### config.mk
export PLATFORM = sky130hd
export DESIGN_NAME = mc_control_fsm_flat
export DESIGN_NICKNAME = d
export VERILOG_FILES = /design/src/rtl/mc_control_fsm_pkg.sv /design/src/rtl/mc_control_fsm_if.sv /design/src/rtl/mc_control_fsm_instr_class.sv /design/src/rtl/mc_control_fsm.sv /design/src/flat_wrapper.sv
export SDC_FILE = /design/constraint.sdc
export NUM_CORES = 1
export LEC_CHECK = 0
export ABC_AREA = 0
export CAP_MARGIN = 20
export CORE_UTILIZATION = 33
export CTS_BUF_LIST = sky130_fd_sc_hd__clkbuf_8
export CTS_CLUSTER_SIZE = 40
export DETAILED_ROUTE_END_ITERATION = 10
export PLACE_DENSITY = 0.78
export SETUP_SLACK_MARGIN = 0.1
export SLEW_MARGIN = 20
export SYNTH_ARGS = -nofsm -noshare
export SYNTH_HDL_FRONTEND = slang
export SYNTH_HIERARCHICAL = 1
export SYNTH_SLANG_ARGS = --single-unit
### constraint.sdc
create_clock -name clk -period 2.88 [get_ports clk]
set_input_delay 0.864 -clock clk [delete_from_list [all_inputs] [get_ports clk]]
set_output_delay 0.864 -clock clk [all_outputs]
set_load 0.02 [all_outputs]
### src/rtl/mc_control_fsm_pkg.sv
// Shared types and encodings for the multicycle MIPS control unit:
// state enum, opcode/funct constants, write-back mux encodings and control bundles.
package mc_ctrl_pkg;

    typedef enum logic [2:0] {
        ST_HALT   = 3'd0,
        ST_FETCH  = 3'd1,
        ST_DECODE = 3'd2,
        ST_EXEC   = 3'd3,
        ST_MEM    = 3'd4,
        ST_WB     = 3'd5,
        ST_MDWAIT = 3'd6
    } state_t;

    // Opcode field values; the 3-bit classes compare against opcode[5:3].
    localparam logic [5:0] OP_SPECIAL         = 6'b000000;
    localparam logic [5:0] OP_REGIMM          = 6'b000001;
    localparam logic [5:0] OP_JAL             = 6'b000011;
    localparam logic [5:0] OP_BLEZ            = 6'b000110;
    localparam logic [5:0] OP_BGTZ            = 6'b000111;
    localparam logic [2:0] OP_LOAD_CLASS      = 3'b100;
    localparam logic [2:0] OP_STORE_CLASS     = 3'b101;
    localparam logic [2:0] OP_ITYPE_ALU_CLASS = 3'b001;

    localparam logic [5:0] FN_JALR  = 6'b001001;
    localparam logic [5:0] FN_MFHI  = 6'b010000;
    localparam logic [5:0] FN_MTHI  = 6'b010001;
    localparam logic [5:0] FN_MFLO  = 6'b010010;
    localparam logic [5:0] FN_MTLO  = 6'b010011;
    localparam logic [5:0] FN_MULT  = 6'b011000;
    localparam logic [5:0] FN_MULTU = 6'b011001;
    localparam logic [5:0] FN_DIV   = 6'b011010;
    localparam logic [5:0] FN_DIVU  = 6'b011011;
    localparam logic [5:0] FN_ADDU  = 6'b100001;
    localparam logic [5:0] FN_SUBU  = 6'b100011;
    localparam logic [5:0] FN_AND   = 6'b100100;
    localparam logic [5:0] FN_OR    = 6'b100101;
    localparam logic [5:0] FN_XOR   = 6'b100110;
    localparam logic [5:0] FN_SLT   = 6'b101010;
    localparam logic [5:0] FN_SLTU  = 6'b101011;

    localparam logic [4:0] RT_BLTZAL = 5'b10000;
    localparam logic [4:0] RT_BGEZAL = 5'b10001;

    localparam logic [1:0] DST_RT = 2'd0;
    localparam logic [1:0] DST_RD = 2'd1;
    localparam logic [1:0] DST_RA = 2'd2;

    localparam logic [2:0] SEL_ALU  = 3'd0;
    localparam logic [2:0] SEL_MEM  = 3'd1;
    localparam logic [2:0] SEL_LINK = 3'd2;
    localparam logic [2:0] SEL_HI   = 3'd3;
    localparam logic [2:0] SEL_LO   = 3'd4;

    // is_jalr qualifies is_link: JALR writes rd instead of $31.
    typedef struct packed {
        logic is_load;
        logic is_store;
        logic is_link;
        logic is_jalr;
        logic is_muldiv;
        logic is_rtype_alu;
        logic is_itype_alu;
        logic is_mfhi;
        logic is_mflo;
        logic is_mthi;
        logic is_mtlo;
    } instr_class_t;

    typedef struct packed {
        logic       ir_en;
        logic       pc_en;
        logic       mem_read;
        logic       mem_write;
        logic       reg_read_en;
        logic       alu_reg_en;
        logic       reg_write_en;
        logic       hi_en;
        logic       lo_en;
        logic       muldiv_start;
        logic [1:0] reg_write_dst;
        logic [2:0] reg_write_data_sel;
    } ctrl_t;

endpackage

### src/rtl/mc_control_fsm_if.sv
// Control bundle between the instruction register/datapath (master) and the
// multicycle control FSM (slave).
interface mc_control_fsm_if;
    logic [31:0] instr;
    logic        waitrequest;
    logic        halt_req;
    logic [2:0]  state;
    logic        active;
    logic        ir_en;
    logic        pc_en;
    logic        mem_read;
    logic        mem_write;
    logic        reg_read_en;
    logic        alu_reg_en;
    logic        reg_write_en;
    logic        hi_en;
    logic        lo_en;
    logic        muldiv_start;
    logic        branch_sel;
    logic [1:0]  reg_write_dst;
    logic [2:0]  reg_write_data_sel;

    modport master (
        output instr, waitrequest, halt_req,
        input  state, active, ir_en, pc_en, mem_read, mem_write, reg_read_en,
               alu_reg_en, reg_write_en, hi_en, lo_en, muldiv_start, branch_sel,
               reg_write_dst, reg_write_data_sel
    );

    modport slave (
        input  instr, waitrequest, halt_req,
        output state, active, ir_en, pc_en, mem_read, mem_write, reg_read_en,
               alu_reg_en, reg_write_en, hi_en, lo_en, muldiv_start, branch_sel,
               reg_write_dst, reg_write_data_sel
    );
endinterface

### src/rtl/mc_control_fsm_instr_class.sv
// Combinational instruction classifier: decodes the instruction word into the
// class flags the control FSM sequences on, plus the branch-compare select.
module mc_instr_class
    import mc_ctrl_pkg::*;
(
    input  logic [31:0]  i_instr,
    output instr_class_t o_class,
    output logic         o_branch_sel
);
    logic [5:0] w_op;
    logic [5:0] w_fn;
    logic [4:0] w_rt;
    logic       w_unused;

    assign w_op     = i_instr[31:26];
    assign w_fn     = i_instr[5:0];
    assign w_rt     = i_instr[20:16];
    assign w_unused = ^{i_instr[25:21], i_instr[15:6]};

    // NOTE: every field gets a value before any branch so no latch can be inferred.
    always_comb begin
        o_class              = '0;
        o_class.is_load      = (w_op[5:3] == OP_LOAD_CLASS);
        o_class.is_store     = (w_op[5:3] == OP_STORE_CLASS);
        o_class.is_itype_alu = (w_op[5:3] == OP_ITYPE_ALU_CLASS);
        if (w_op == OP_SPECIAL) begin
            case (w_fn)
                FN_JALR: begin
                    o_class.is_link = 1'b1;
                    o_class.is_jalr = 1'b1;
                end
                FN_MULT, FN_MULTU, FN_DIV, FN_DIVU: o_class.is_muldiv = 1'b1;
                FN_ADDU, FN_SUBU, FN_AND, FN_OR, FN_XOR, FN_SLT, FN_SLTU:
                    o_class.is_rtype_alu = 1'b1;
                FN_MFHI: o_class.is_mfhi = 1'b1;
                FN_MFLO: o_class.is_mflo = 1'b1;
                FN_MTHI: o_class.is_mthi = 1'b1;
                FN_MTLO: o_class.is_mtlo = 1'b1;
                default: o_class.is_rtype_alu = (w_fn[5:3] == 3'b000);
            endcase
        end
        if ((w_op == OP_JAL) ||
            ((w_op == OP_REGIMM) && ((w_rt == RT_BLTZAL) || (w_rt == RT_BGEZAL))))
            o_class.is_link = 1'b1;
    end

    assign o_branch_sel = (w_op == OP_REGIMM) || (w_op == OP_BLEZ) || (w_op == OP_BGTZ);

endmodule

### src/rtl/mc_control_fsm.sv
// Multicycle MIPS control unit: owns the instruction-cycle state, sequences
// variable-length instructions, memory stalls, mul/div waits and halt.
module mc_control_fsm
    import mc_ctrl_pkg::*;
#(
    parameter int MULDIV_CYCLES = 4,
    parameter bit SKIP_MEM      = 1'b1
)(
    input logic             clk,
    input logic             reset,
    mc_control_fsm_if.slave bus
);
    localparam logic [4:0] MD_LOAD = 5'(MULDIV_CYCLES - 1);

    instr_class_t w_cls;
    logic         w_branch_sel;
    state_t       r_state;
    state_t       w_next_state;
    logic [4:0]   r_md_cnt;
    logic         w_md_load;
    logic         w_md_dec;
    ctrl_t        w_ctrl;
    logic         w_active;
    logic         w_mem_access;

    mc_instr_class u_instr_class (
        .i_instr      (bus.instr),
        .o_class      (w_cls),
        .o_branch_sel (w_branch_sel)
    );

    assign w_mem_access = w_cls.is_load | w_cls.is_store;

    // NOTE: state is updated with non-blocking assignments so every flop samples pre-edge values.
    always_ff @(posedge clk) begin
        if (reset) begin
            r_state  <= ST_FETCH;
            r_md_cnt <= '0;
        end else begin
            r_state <= w_next_state;
            if (w_md_load)
                r_md_cnt <= MD_LOAD;
            else if (w_md_dec)
                r_md_cnt <= r_md_cnt - 5'd1;
        end
    end

    always_comb begin
        w_next_state = r_state;
        w_ctrl       = '0;
        w_active     = 1'b1;
        w_md_load    = 1'b0;
        w_md_dec     = 1'b0;
        case (r_state)
            ST_HALT: w_active = 1'b0;
            ST_FETCH: begin
                if (bus.halt_req) begin
                    w_next_state = ST_HALT;
                end else begin
                    w_ctrl.mem_read = 1'b1;
                    if (!bus.waitrequest) begin
                        w_ctrl.ir_en = 1'b1;
                        w_next_state = ST_DECODE;
                    end
                end
            end
            ST_DECODE: begin
                w_ctrl.reg_read_en = 1'b1;
                w_next_state       = ST_EXEC;
            end
            ST_EXEC: begin
                w_ctrl.alu_reg_en = 1'b1;
                if (w_cls.is_muldiv) begin
                    w_ctrl.muldiv_start = 1'b1;
                    w_md_load           = 1'b1;
                    w_next_state        = ST_MDWAIT;
                end else if (w_mem_access || w_cls.is_link) begin
                    w_next_state = ST_MEM;
                end else begin
                    w_next_state = SKIP_MEM ? ST_WB : ST_MEM;
                end
            end
            ST_MDWAIT: begin
                if (r_md_cnt == '0)
                    w_next_state = ST_WB;
                else
                    w_md_dec = 1'b1;
            end
            ST_MEM: begin
                w_ctrl.mem_read  = w_cls.is_load;
                w_ctrl.mem_write = w_cls.is_store;
                if (w_cls.is_link) begin
                    w_ctrl.reg_write_en       = 1'b1;
                    w_ctrl.reg_write_data_sel = SEL_LINK;
                    w_ctrl.reg_write_dst      = w_cls.is_jalr ? DST_RD : DST_RA;
                end
                if (!(w_mem_access && bus.waitrequest))
                    w_next_state = ST_WB;
            end
            ST_WB: begin
                w_ctrl.pc_en = 1'b1;
                w_next_state = ST_FETCH;
                if (w_cls.is_load) begin
                    w_ctrl.reg_write_en       = 1'b1;
                    w_ctrl.reg_write_data_sel = SEL_MEM;
                    w_ctrl.reg_write_dst      = DST_RT;
                end else if (w_cls.is_rtype_alu || w_cls.is_mfhi || w_cls.is_mflo) begin
                    w_ctrl.reg_write_en       = 1'b1;
                    w_ctrl.reg_write_dst      = DST_RD;
                    w_ctrl.reg_write_data_sel = w_cls.is_mfhi ? SEL_HI :
                                                w_cls.is_mflo ? SEL_LO : SEL_ALU;
                end else if (w_cls.is_itype_alu) begin
                    w_ctrl.reg_write_en       = 1'b1;
                    w_ctrl.reg_write_data_sel = SEL_ALU;
                    w_ctrl.reg_write_dst      = DST_RT;
                end else begin
                    w_ctrl.hi_en = w_cls.is_muldiv | w_cls.is_mthi;
                    w_ctrl.lo_en = w_cls.is_muldiv | w_cls.is_mtlo;
                end
            end
            default: w_next_state = ST_FETCH;
        endcase
        // Reset silences the datapath even while the state register still holds its old value.
        if (reset) begin
            w_ctrl   = '0;
            w_active = 1'b1;
        end
    end

    assign bus.state              = r_state;
    assign bus.active             = w_active;
    assign bus.ir_en              = w_ctrl.ir_en;
    assign bus.pc_en              = w_ctrl.pc_en;
    assign bus.mem_read           = w_ctrl.mem_read;
    assign bus.mem_write          = w_ctrl.mem_write;
    assign bus.reg_read_en        = w_ctrl.reg_read_en;
    assign bus.alu_reg_en         = w_ctrl.alu_reg_en;
    assign bus.reg_write_en       = w_ctrl.reg_write_en;
    assign bus.hi_en              = w_ctrl.hi_en;
    assign bus.lo_en              = w_ctrl.lo_en;
    assign bus.muldiv_start       = w_ctrl.muldiv_start;
    assign bus.branch_sel         = w_branch_sel;
    assign bus.reg_write_dst      = w_ctrl.reg_write_dst;
    assign bus.reg_write_data_sel = w_ctrl.reg_write_data_sel;

endmodule

### src/flat_wrapper.sv
// flat-port wrapper written by rule: the top's interface ports become plain ports
module mc_control_fsm_flat import mc_ctrl_pkg::*;
#(
    parameter int MULDIV_CYCLES = 4,
    parameter bit SKIP_MEM      = 1'b1
)
  (clk, reset, bus_instr, bus_waitrequest, bus_halt_req, bus_state, bus_active, bus_ir_en, bus_pc_en, bus_mem_read, bus_mem_write, bus_reg_read_en, bus_alu_reg_en, bus_reg_write_en, bus_hi_en, bus_lo_en, bus_muldiv_start, bus_branch_sel, bus_reg_write_dst, bus_reg_write_data_sel);
  mc_control_fsm_if bus_i ();
  input logic clk;
  input logic reset;
  input wire logic [$bits(bus_i.instr)-1:0] bus_instr;
  input wire logic [$bits(bus_i.waitrequest)-1:0] bus_waitrequest;
  input wire logic [$bits(bus_i.halt_req)-1:0] bus_halt_req;
  output wire logic [$bits(bus_i.state)-1:0] bus_state;
  output wire logic [$bits(bus_i.active)-1:0] bus_active;
  output wire logic [$bits(bus_i.ir_en)-1:0] bus_ir_en;
  output wire logic [$bits(bus_i.pc_en)-1:0] bus_pc_en;
  output wire logic [$bits(bus_i.mem_read)-1:0] bus_mem_read;
  output wire logic [$bits(bus_i.mem_write)-1:0] bus_mem_write;
  output wire logic [$bits(bus_i.reg_read_en)-1:0] bus_reg_read_en;
  output wire logic [$bits(bus_i.alu_reg_en)-1:0] bus_alu_reg_en;
  output wire logic [$bits(bus_i.reg_write_en)-1:0] bus_reg_write_en;
  output wire logic [$bits(bus_i.hi_en)-1:0] bus_hi_en;
  output wire logic [$bits(bus_i.lo_en)-1:0] bus_lo_en;
  output wire logic [$bits(bus_i.muldiv_start)-1:0] bus_muldiv_start;
  output wire logic [$bits(bus_i.branch_sel)-1:0] bus_branch_sel;
  output wire logic [$bits(bus_i.reg_write_dst)-1:0] bus_reg_write_dst;
  output wire logic [$bits(bus_i.reg_write_data_sel)-1:0] bus_reg_write_data_sel;
  assign bus_i.instr = bus_instr;
  assign bus_i.waitrequest = bus_waitrequest;
  assign bus_i.halt_req = bus_halt_req;
  assign bus_state = bus_i.state;
  assign bus_active = bus_i.active;
  assign bus_ir_en = bus_i.ir_en;
  assign bus_pc_en = bus_i.pc_en;
  assign bus_mem_read = bus_i.mem_read;
  assign bus_mem_write = bus_i.mem_write;
  assign bus_reg_read_en = bus_i.reg_read_en;
  assign bus_alu_reg_en = bus_i.alu_reg_en;
  assign bus_reg_write_en = bus_i.reg_write_en;
  assign bus_hi_en = bus_i.hi_en;
  assign bus_lo_en = bus_i.lo_en;
  assign bus_muldiv_start = bus_i.muldiv_start;
  assign bus_branch_sel = bus_i.branch_sel;
  assign bus_reg_write_dst = bus_i.reg_write_dst;
  assign bus_reg_write_data_sel = bus_i.reg_write_data_sel;
  mc_control_fsm #(.MULDIV_CYCLES(MULDIV_CYCLES), .SKIP_MEM(SKIP_MEM)) u_core (.clk(clk), .reset(reset), .bus(bus_i));
endmodule
==> impl_metrics.env, run 1 <==
export IMPL_min_path_cells=2
export IMPL_crit_arrival_ps=2400
export IMPL_initialDrtViolationCount=17
export IMPL_starting_density_of_the_core=0.346
export IMPL_power_per_cell_area_mw_per_mm2=235
export IMPL_cpMostUsedCell="sky130_fd_sc_hd__nor4_4"
export IMPL_number_of_nets_with_antenna_violations_after_routing=0
export IMPL_asyncSetResetFlopFracSynth=0
export IMPL_worst_setup_hold_path_clk_slew_ps=40
export IMPL_cts_buffers=3
export IMPL_height_of_the_die_microns=52.7
export IMPL_worst_skew_pair_late_latency_ps=230
export IMPL_layout_core_utilization=0.711
export IMPL_route_vias_total=1171
export IMPL_grt_util_all_layers=0.232
export IMPL_worstSetupEndpointType="primary output"
export IMPL_reg2reg_slack_ps=1270
export IMPL_hold_violations=0
export IMPL_ys_seq_area_frac=0.189
export IMPL_vias_per_cell=5.23
export IMPL_detailed_place_hpwl_microns=2240
export IMPL_ir_worst_vdd_uv=259
export IMPL_worstSetupPathType="input pin to primary output"
export IMPL_finalPower_mw=0.410
export IMPL_period_needed_ps=3260
export IMPL_combined_buffer_and_inverter_count_along_the_critical_path=3
export IMPL_gp_routability_congestion=0.841
export IMPL_reg2reg_from="u_core/r_md_cnt[0]"
export IMPL_drt_first_pass_iters=4
export IMPL_yosysWarningCount=6
export IMPL_detail_route_drc_violations=0
export IMPL_growth_of_design_area_from_synthesis_to_finish_pct=106
export IMPL_floorplan_io_pins=56
export IMPL_worstSetupStartpointType="input pin"
export IMPL_regToRegEndpoint="u_core/r_md_cnt[0]"
export IMPL_max_slew_margin=0.720
export IMPL_row_count=18
export IMPL_crit_chain="buf_8, nor4_4, nand4b_4, nor4_4, buf_4, nor4b_4, and2_4, o21a_2, buf_6"
export IMPL_design_area_sq_mm=0.00175
export IMPL_clock_path_buffers=2
export IMPL_multi_input_comb_area_sq_um=835
export IMPL_post_cts_hold_buffer_count=0
export IMPL_fin_tns_setup_ps=-2530
export IMPL_timing_fmax_ghz=0.306
export IMPL_holdCritPathClass="flip-flop to flip-flop"
export IMPL_fillCellCount=184
export IMPL_result_of_the_run="finished, violations left"
export IMPL_synth_cell_area_sq_um=848
export IMPL_period_share=1.13
export IMPL_drt_wl_total_microns=3140
export IMPL_tritoncts_clock_tree="done"
export IMPL_final_setup_worst_slack_ps=-383
export IMPL_ff2ff_path_depth=6
export IMPL_clock_tree_root_cell="sky130_fd_sc_hd__clkbuf_8"
export IMPL_grt_first_pass_wirelength_microns=4840
export IMPL_core_area_sq_mm=0.00245
export IMPL_tritoncts_num_sinks=8
export IMPL_postSynthAreaPerCell_sq_um=7.19
export IMPL_synth_ff_latch_count=8
export IMPL_critical_path_required_ps=2020
export IMPL_drive_gt1_frac=0.510
export IMPL_largest_net_degree_at_the_start_of_global_routing=11
export IMPL_synth_edf_count=0
export IMPL_path_delay_family="simple AND/OR/NAND/NOR gates"
export IMPL_critical_path_peak_fanout=3
export IMPL_fin_worst_skew_ps=9.28
export IMPL_violations="setup timing"
export IMPL_io_buffers=39
export IMPL_rsz0062_at_grt="yes"
export IMPL_grt_overflow_total=0
export IMPL_design_die_area_sq_mm=0.00278
export IMPL_cap_violations=0
export IMPL_drt_wirelength_per_cell_microns=14.0
export IMPL_report_final_setup_viol=9
export IMPL_grt_antenna_before_repair=0
export IMPL_chipWidth_microns=52.7
export IMPL_static_leakage_power_nw=0.749
export IMPL_ff_latch_area_sq_um=160
export IMPL_max_stage_delay_ps=370
export IMPL_most_common_layout_cells="sky130_fd_sc_hd__buf_4, sky130_fd_sc_hd__buf_6, sky130_fd_sc_hd__nor2_1"
export IMPL_postSynthNetCount=156
export IMPL_count_of_pins_over_their_slew_limit=0
export IMPL_num_antenna_cells=0
export IMPL_tightest_slew_ps=417
export IMPL_holdCritStartpoint="u_core/r_md_cnt[4]"
export IMPL_post_synth_inst_count=118
export IMPL_timing_critical_path_slowest_stage_cell="sky130_fd_sc_hd__nor4_4"
export IMPL_htreeDepth=1
export IMPL_worstHoldEndpoint="u_core/r_md_cnt[4]"
export IMPL_first_global_vias=1127
export IMPL_synth_lib_cells_used_distinct=46
export IMPL_layout_commonest_cell="sky130_fd_sc_hd__buf_4"
export IMPL_place_area_sq_mm=0.00157
export IMPL_finish_net_count=234
export IMPL_synth_top_flop_cell="sky130_fd_sc_hd__dfxtp_1"
==> registers in the layout (all words and copies together), names as in the netlist <==
register,count
u_core/bus.state,3
u_core/r_md_cnt,5
==> per-stage QoR <==
step	worst slack [ps]	hold WS, ps	std cells
after floorplan	-56.8	481	118
after global placement	-1170	496	213
after detailed placement	-1220	528	213
after CTS	-406	540	221
after global routing	-463	569	224
final	-383	528	224
==> kinds of logic after synthesis <==
logic type	synth area share
buffers and inverters	0.0516
xor gates and xnor gates	0.0413
adders and majority gates	0.0295
and+or+nand+nor	0.491
AOI/OAI and AO/OA	0.198
DFF	0.189
==> worst register-to-register path: stages, from the launching register on <==
cell and delay (ps):
sky130_fd_sc_hd__dfxtp_1 330, sky130_fd_sc_hd__inv_1 90, sky130_fd_sc_hd__ha_1 140, sky130_fd_sc_hd__or4b_4 490, sky130_fd_sc_hd__and2_4 180, sky130_fd_sc_hd__xnor2_1 150
sky130_fd_sc_hd__o22ai_1 100
==> Yosys cell counts (2+ instances only) <==
library cell	count	share of area
sky130_fd_sc_hd__nor2_1	17	0.075
sky130_fd_sc_hd__nand2_1	7	0.031
sky130_fd_sc_hd__nor4_1	4	0.029
sky130_fd_sc_hd__xor2_1	3	0.031
sky130_fd_sc_hd__nand3_1	8	0.047
sky130_fd_sc_hd__o22ai_1	2	0.015
sky130_fd_sc_hd__nand2b_1	6	0.044
sky130_fd_sc_hd__ha_1	2	0.029
sky130_fd_sc_hd__buf_2	2	0.012
sky130_fd_sc_hd__nor2b_1	2	0.015
sky130_fd_sc_hd__o21ai_1	3	0.018
sky130_fd_sc_hd__a21oi_1	5	0.029
sky130_fd_sc_hd__inv_1	5	0.022
sky130_fd_sc_hd__nor3b_1	4	0.035
sky130_fd_sc_hd__and3_1	2	0.015
sky130_fd_sc_hd__nor3_1	4	0.024
sky130_fd_sc_hd__o21ai_0	2	0.012
sky130_fd_sc_hd__nor4b_1	2	0.021
sky130_fd_sc_hd__o21a_1	3	0.027
sky130_fd_sc_hd__dfxtp_1	8	0.19
sky130_fd_sc_hd__clkbuf_1	2	0.0089
==> final cells by class <==
cell class | instances | area share
multi-input cells | 99 | 0.478
well taps | 30 | 0.0215
flip-flops and latches | 8 | 0.0918
repair buffers | 77 | 0.370
clock buffers | 3 | 0.0237
inverters | 7 | 0.0151
==> where the power goes <==
group	total (mW)	internal [mW]	switching, mW	leakage [nW]
clock network	0.135	0.0906	0.0447	0.0216
logic	0.156	0.0801	0.0758	0.663
registers	0.119	0.115	0.00418	0.0650
total	0.410	0.286	0.125	0.749
==> metal layers <==
layer	routed length, microns	track usage	share of wire
met1	1300	0.261	0.42
met4	16	0.0570	0.0051
met2	1710	0.447	0.54
met3	108	0.0290	0.034
met5	0	0	0
==> how the worst max path moves through the flow <==
stage,startpoint,end,slack (ps),cells after the start
after floorplan,bus_instr[0],bus_hi_en,-60,6
after global placement,bus_instr[2],bus_reg_write_dst[0],-1170,7
after detailed placement,bus_instr[2],bus_reg_write_dst[0],-1220,7
after CTS,bus_instr[28],bus_lo_en,-410,9
after global routing,bus_instr[29],bus_hi_en,-460,8
final,bus_instr[29],bus_lo_en,-380,9
==> what timing repair did <==
| action | CTS | global route |
|---|---|---|
| gates resized for setup | 137 | 14 |
| setup endpoints to repair | 17 | 15 |
| setup buffers | 5 | 3 |
| pin swaps | 11 | 7 |
(Power assumes the default switching activity.)
==> run 2, diff against run 1 <==
MAX_ROUTING_LAYER = met4   (was default)
SLEW_MARGIN = default   (was 20)
==> run 2 against run 1 <==
Highest routed layer unchanged. Sequential share of layout area stayed put. Critical path depth unchanged. Clock power about the same. Via count about the same. Largest cell class unchanged. Largest power group unchanged. The run still ends with setup timing left. Wire length barely moved. Non-clock buffer count did not move. Register-to-register slack barely moved. Clock skew is the same. Utilization did not move. Sequential power is essentially flat. First-iteration DRC count unchanged. Cell area did not move.
==> impl_metrics.env, run 2 (synthesis gave the netlist of run 1 again) <==
export IMPL_rsz0062_at_grt="yes"
export IMPL_count_of_pins_over_their_slew_limit=0
export IMPL_post_cts_hold_buffer_count=0
export IMPL_clock_tree_root_cell="sky130_fd_sc_hd__clkbuf_8"
export IMPL_drt_wl_total_microns=3140
export IMPL_hold_worst_slack_ps=528
export IMPL_worst_skew_pair_late_latency_ps=230
export IMPL_reg2reg_slack_ps=1270
export IMPL_combined_buffer_and_inverter_count_along_the_critical_path=3
export IMPL_largest_net_degree_at_the_start_of_global_routing=11
export IMPL_period_needed_ps=3260
export IMPL_grt_util_all_layers=0.238
export IMPL_grt_first_pass_wirelength_microns=4830
export IMPL_result_of_the_run="finished, violations left"
export IMPL_worstSetupPathType="input pin to primary output"
export IMPL_most_common_layout_cells="sky130_fd_sc_hd__buf_4, sky130_fd_sc_hd__buf_6, sky130_fd_sc_hd__nor2_1"
export IMPL_drive_gt1_frac=0.510
export IMPL_grt_antenna_before_repair=0
export IMPL_final_setup_worst_slack_ps=-383
export IMPL_crit_chain="buf_8, nor4_4, nand4b_4, nor4_4, buf_4, nor4b_4, and2_4, o21a_2, buf_6"
export IMPL_violations="setup timing"
export IMPL_cap_violations=0
export IMPL_growth_of_design_area_from_synthesis_to_finish_pct=106
export IMPL_ir_worst_vdd_uv=259
export IMPL_tritoncts_num_sinks=8
export IMPL_first_global_vias=1129
export IMPL_top_register="u_core/r_md_cnt"
export IMPL_height_of_the_die_microns=52.7
export IMPL_static_leakage_power_nw=0.749
export IMPL_vias_per_cell=5.22
export IMPL_holdCritPathClass="flip-flop to flip-flop"
export IMPL_final_cells=224
export IMPL_critical_path_peak_fanout=3
export IMPL_tritoncts_clock_tree="done"
export IMPL_holdCritStartpoint="u_core/r_md_cnt[4]"
export IMPL_io_buffers=39
export IMPL_placedCellCount=213
export IMPL_htreeDepth=1
export IMPL_report_final_setup_viol=9
export IMPL_worst_setup_hold_path_clk_slew_ps=40
export IMPL_timing_fmax_ghz=0.307
export IMPL_reg2reg_from="u_core/r_md_cnt[0]"
export IMPL_critical_path_required_ps=2020
export IMPL_timing_critical_path_slowest_stage_cell="sky130_fd_sc_hd__nor4_4"
export IMPL_regToRegEndpoint="u_core/r_md_cnt[0]"
export IMPL_grt_overflow_total=0
export IMPL_initialDrtViolationCount=17
export IMPL_cpMostUsedCell="sky130_fd_sc_hd__nor4_4"
export IMPL_fin_worst_skew_ps=9.28
export IMPL_row_count=18
export IMPL_hold_violations=0
export IMPL_chipWidth_microns=52.7
export IMPL_tightest_slew_ps=417
export IMPL_design_die_area_sq_mm=0.00278
export IMPL_crit_arrival_ps=2400
export IMPL_worstSetupEndpointType="primary output"
export IMPL_detailed_place_hpwl_microns=2240
export IMPL_num_antenna_cells=0
export IMPL_number_of_nets_with_antenna_violations_after_routing=0
export IMPL_worstHoldEndpoint="u_core/r_md_cnt[4]"
export IMPL_ff2ff_path_depth=6
export IMPL_flip_flop_count_of_the_largest_register_after_layout=5
export IMPL_worstSetupStartpointType="input pin"
export IMPL_detail_route_drc_violations=0
export IMPL_core_area_sq_mm=0.00245
export IMPL_power_per_cell_area_mw_per_mm2=235
export IMPL_route_vias_total=1170
export IMPL_layout_commonest_cell="sky130_fd_sc_hd__buf_4"
export IMPL_max_slew_margin=0.720
export IMPL_starting_density_of_the_core=0.346
export IMPL_clock_path_buffers=2
export IMPL_cts_buffers=3
export IMPL_finish_net_count=234
export IMPL_path_delay_family="simple AND/OR/NAND/NOR gates"
export IMPL_drt_wirelength_per_cell_microns=14.0
export IMPL_max_stage_delay_ps=370
export IMPL_gp_routability_congestion=0.854
export IMPL_floorplan_io_pins=56
export IMPL_min_path_cells=2
export IMPL_drt_first_pass_iters=4
export IMPL_period_share=1.13
export IMPL_detailedPlace_worstSlack_ps=-1220
## run 2: cell counts in the layout (fill, tap and decap cells not counted)
Identical to the previous run, type by type.
## run 2: layer usage
metal	track usage	part of all wire	vias up
li1	-	-	582
met1	0.260	0.42	553
met2	0.449	0.54	33
met3	0.0290	0.034	2
met4	0.0570	0.0051	0
met5	-	0	-
## run 2: how the worst max path moves through the flow
stage,startpoint,endpoint,cells past startpoint
after floorplan,bus_instr[0],bus_hi_en,6
after detailed placement,bus_instr[2],bus_reg_write_dst[0],7
after global placement,bus_instr[2],bus_reg_write_dst[0],7
after global routing,bus_instr[29],bus_hi_en,8
after CTS,bus_instr[28],bus_lo_en,9
final,bus_instr[29],bus_lo_en,9
## run 2: report_power, final
| group | total (mW) | switching (mW) | leakage, nW | internal, mW |
|---|---|---|---|---|
| registers | 0.119 | 0.00418 | 0.0650 | 0.115 |
| logic | 0.156 | 0.0758 | 0.663 | 0.0801 |
| clock network | 0.135 | 0.0447 | 0.0216 | 0.0906 |
| total | 0.410 | 0.125 | 0.749 | 0.286 |
## run 2: worst register-to-register path, delay by kind of cell (launching register included)
family,cells,cell delay [ps]
simple gates,2,670
flops,1,330
xor+xnor,1,150
fa+ha+maj,1,140
compound gates,1,100
buf+inv,1,90
## run 2: area by class of cell
type / instances / area (sq um)
flip-flops and latches: 8 / 160
repair buffers: 77 / 646
multi-input cells: 99 / 835
clock buffers: 3 / 41.3
fillers: 184 / 709
inverters: 7 / 26.3
well taps: 30 / 37.5
## run 2: metrics by stage
stage / util / cell area, sq um / TNS (ps) / power (mW)
final: 0.711 / 1750 / -2530 / 0.410
after global routing: 0.711 / 1750 / -3290 / 0.430
after CTS: 0.696 / 1710 / -2550 / 0.408
after detailed placement: 0.638 / 1570 / -13640 / 0.266
after global placement: 0.638 / 1570 / -13160 / 0.263
after floorplan: - / 930 / -116 / 0.180
## run 2: timing repair
item | CTS | global route
cloned | 0 | 0
pin swaps | 11 | 7
gates resized for setup | 137 | 14
setup buffers | 5 | 3
setup endpoints to repair | 17 | 15
==> run 3, diff against run 2 <==
CORE_UTILIZATION = 37   (was 33)
CTS_CLUSTER_DIAMETER = 120   (was default)
HOLD_SLACK_MARGIN = 0.05   (was default)
PLACE_DENSITY = 0.82   (was 0.78)
clock period = 3.11 ns   (was 2.88 ns; I/O delays follow)
==> run 3 against run 2 <==
The run still ends with setup timing left. Global-route usage up 12 points. Hold slack lost 2.2 ps. Power fell by 3.6%. Cell count shrank 1.3%. Flip-flop and latch count stayed put. Cell area grew 3.0%. Die area fell by 10%. Combinational power about the same. Sequential share of layout area down 0.27 points. Critical path type unchanged. Largest cell class unchanged.
==> impl_metrics.env, run 3 (synthesis gave the netlist of run 1 again) <==
export IMPL_result_of_the_run="finished, violations left"
export IMPL_violations="setup timing"
export IMPL_fin_worst_skew_ps=4.84
export IMPL_row_count=16
export IMPL_worst_skew_pair_late_latency_ps=240
export IMPL_combined_buffer_and_inverter_count_along_the_critical_path=3
export IMPL_tightest_slew_ps=455
export IMPL_num_antenna_cells=0
export IMPL_detail_route_drc_violations=0
export IMPL_largest_net_degree_at_the_start_of_global_routing=13
export IMPL_hold_violations=0
export IMPL_period_share=1.12
export IMPL_route_vias_total=1362
export IMPL_groute_layer_met1_usage=0.384
export IMPL_vias_per_cell=6.16
export IMPL_worstSetupEndpointType="primary output"
export IMPL_layout_commonest_cell="sky130_fd_sc_hd__buf_4"
export IMPL_design_die_area_sq_mm=0.00249
export IMPL_number_of_nets_with_antenna_violations_after_routing=0
export IMPL_grt_use_met2=0.604
export IMPL_grt_first_pass_wirelength_microns=6330
export IMPL_first_global_vias=1332
export IMPL_cts_buffers=3
export IMPL_worstSetupStartpointType="input pin"
export IMPL_grt_antenna_before_repair=0
export IMPL_count_of_pins_over_their_slew_limit=0
export IMPL_crit_arrival_ps=2540
export IMPL_top_usage_layer="met2"
export IMPL_detailedPlace_worstSlack_ps=-1240
export IMPL_holdCritPathClass="flip-flop to flip-flop"
export IMPL_drive_gt1_frac=0.552
export IMPL_cpMostUsedCell="sky130_fd_sc_hd__nor2_4"
export IMPL_placedCellCount=209
export IMPL_worstSetupPathType="input pin to primary output"
export IMPL_worst_setup_hold_path_clk_slew_ps=40
export IMPL_clock_path_buffers=2
export IMPL_tritoncts_clock_tree="done"
export IMPL_top_register="u_core/r_md_cnt"
export IMPL_grt_util_all_layers=0.353
export IMPL_finish_net_count=234
export IMPL_rsz0062_at_grt="yes"
export IMPL_max_slew_margin=0.697
export IMPL_initialDrtViolationCount=48
export IMPL_clock_tree_root_cell="sky130_fd_sc_hd__clkbuf_8"
export IMPL_core_area_sq_mm=0.00206
export IMPL_flip_flop_count_of_the_largest_register_after_layout=5
export IMPL_drt_first_pass_iters=4
export IMPL_gp_routability_congestion=0.862
export IMPL_final_cells=221
export IMPL_max_stage_delay_ps=270
export IMPL_grtUsageMet3=0.0833
export IMPL_cap_violations=0
export IMPL_drt_wirelength_per_cell_microns=20.0
export IMPL_timing_critical_path_slowest_stage_cell="sky130_fd_sc_hd__nor4_4"
export IMPL_critical_path_peak_fanout=3
export IMPL_report_final_setup_viol=9
export IMPL_grt_overflow_total=0
export IMPL_fin_tns_setup_ps=-2390
export IMPL_period_needed_ps=3470
export IMPL_place_area_sq_mm=0.00151
export IMPL_most_common_layout_cells="sky130_fd_sc_hd__buf_4, sky130_fd_sc_hd__buf_6, sky130_fd_sc_hd__nor2_1"
export IMPL_critical_path_required_ps=2180
export IMPL_post_cts_hold_buffer_count=0
export IMPL_tritoncts_num_sinks=8
export IMPL_path_delay_family="simple AND/OR/NAND/NOR gates"
export IMPL_height_of_the_die_microns=49.9
export IMPL_starting_density_of_the_core=0.411
export IMPL_htreeDepth=1
export IMPL_ir_worst_vdd_uv=342
export IMPL_drt_wl_total_microns=4430
export IMPL_growth_of_design_area_from_synthesis_to_finish_pct=112
export IMPL_final_setup_worst_slack_ps=-359
export IMPL_io_buffers=39
export IMPL_power_per_cell_area_mw_per_mm2=220
export IMPL_timing_fmax_ghz=0.288
export IMPL_floorplan_io_pins=56
export IMPL_static_leakage_power_nw=0.813
export IMPL_chipWidth_microns=49.9
export IMPL_detailed_place_hpwl_microns=2330
export IMPL_crit_chain="clkdlybuf4s15_2, nor4_4, nand4b_4, buf_12, nor2_4, nor2_4, nor4b_4, and2_4, o21a_2, buf_6"
export IMPL_design_area_sq_mm=0.00180
export IMPL_layout_core_utilization=0.872
## run 3: cell count changes in the layout (fill, tap and decap cells not counted), sizes merged
cell           delta
dlygate4sd2       -7
clkdlybuf4s50     -1
buf               +1
dlymetal6s2s      +5
clkdlybuf4s15     +2
## run 3: layout make-up
| class | count | area, sq um |
|---|---|---|
| Timing Repair Buffer | 77 | 673 |
| Fill cell | 105 | 264 |
| Multi-Input combinational cell | 99 | 863 |
| Clock buffer | 3 | 41.3 |
| Inverter | 7 | 26.3 |
| Sequential cell | 8 | 160 |
| Tap cell | 27 | 33.8 |
## run 3: metrics by stage
| stage | hold slack (ps) | total power, mW |
|---|---|---|
| after floorplan | 481 | 0.166 |
| after global placement | 501 | 0.239 |
| after detailed placement | 514 | 0.243 |
| after CTS | 525 | 0.378 |
| after global routing | 576 | 0.412 |
| final | 525 | 0.396 |
## run 3: what timing repair did
action                                  CTS  global route
hold endpoints to repair                  0             0
endpoints found under the setup margin   17            15
gates resized for setup                 150            29
pin swaps                                14            14
setup buffers                             8             3
## run 3: worst paths after layout
check	from	endpoint	slack, ps	cells after the start
max reg2reg	u_core/r_md_cnt[0]	u_core/r_md_cnt[1]	1300	6
max	bus_instr[30]	bus_lo_en	-360	10
min	u_core/r_md_cnt[4]	u_core/r_md_cnt[4]	530	2
min reg2reg	u_core/r_md_cnt[4]	u_core/r_md_cnt[4]	530	2
## run 3: layer usage
layer,wire [microns],part of all wire
met1,1730,0.39
met2,2220,0.50
met3,260,0.059
met4,214,0.048
met5,0,0
## run 3: power by group
part / switching [mW] / internal (mW) / total (mW)
clock network: 0.0441 / 0.0841 / 0.128
logic: 0.0798 / 0.0739 / 0.154
registers: 0.00726 / 0.106 / 0.114
## run 3: worst min-delay path, cell delays in order (launching register included)
cell                      delay [ps]
sky130_fd_sc_hd__dfxtp_1         340
sky130_fd_sc_hd__xor2_1           80
sky130_fd_sc_hd__nor2_1           70
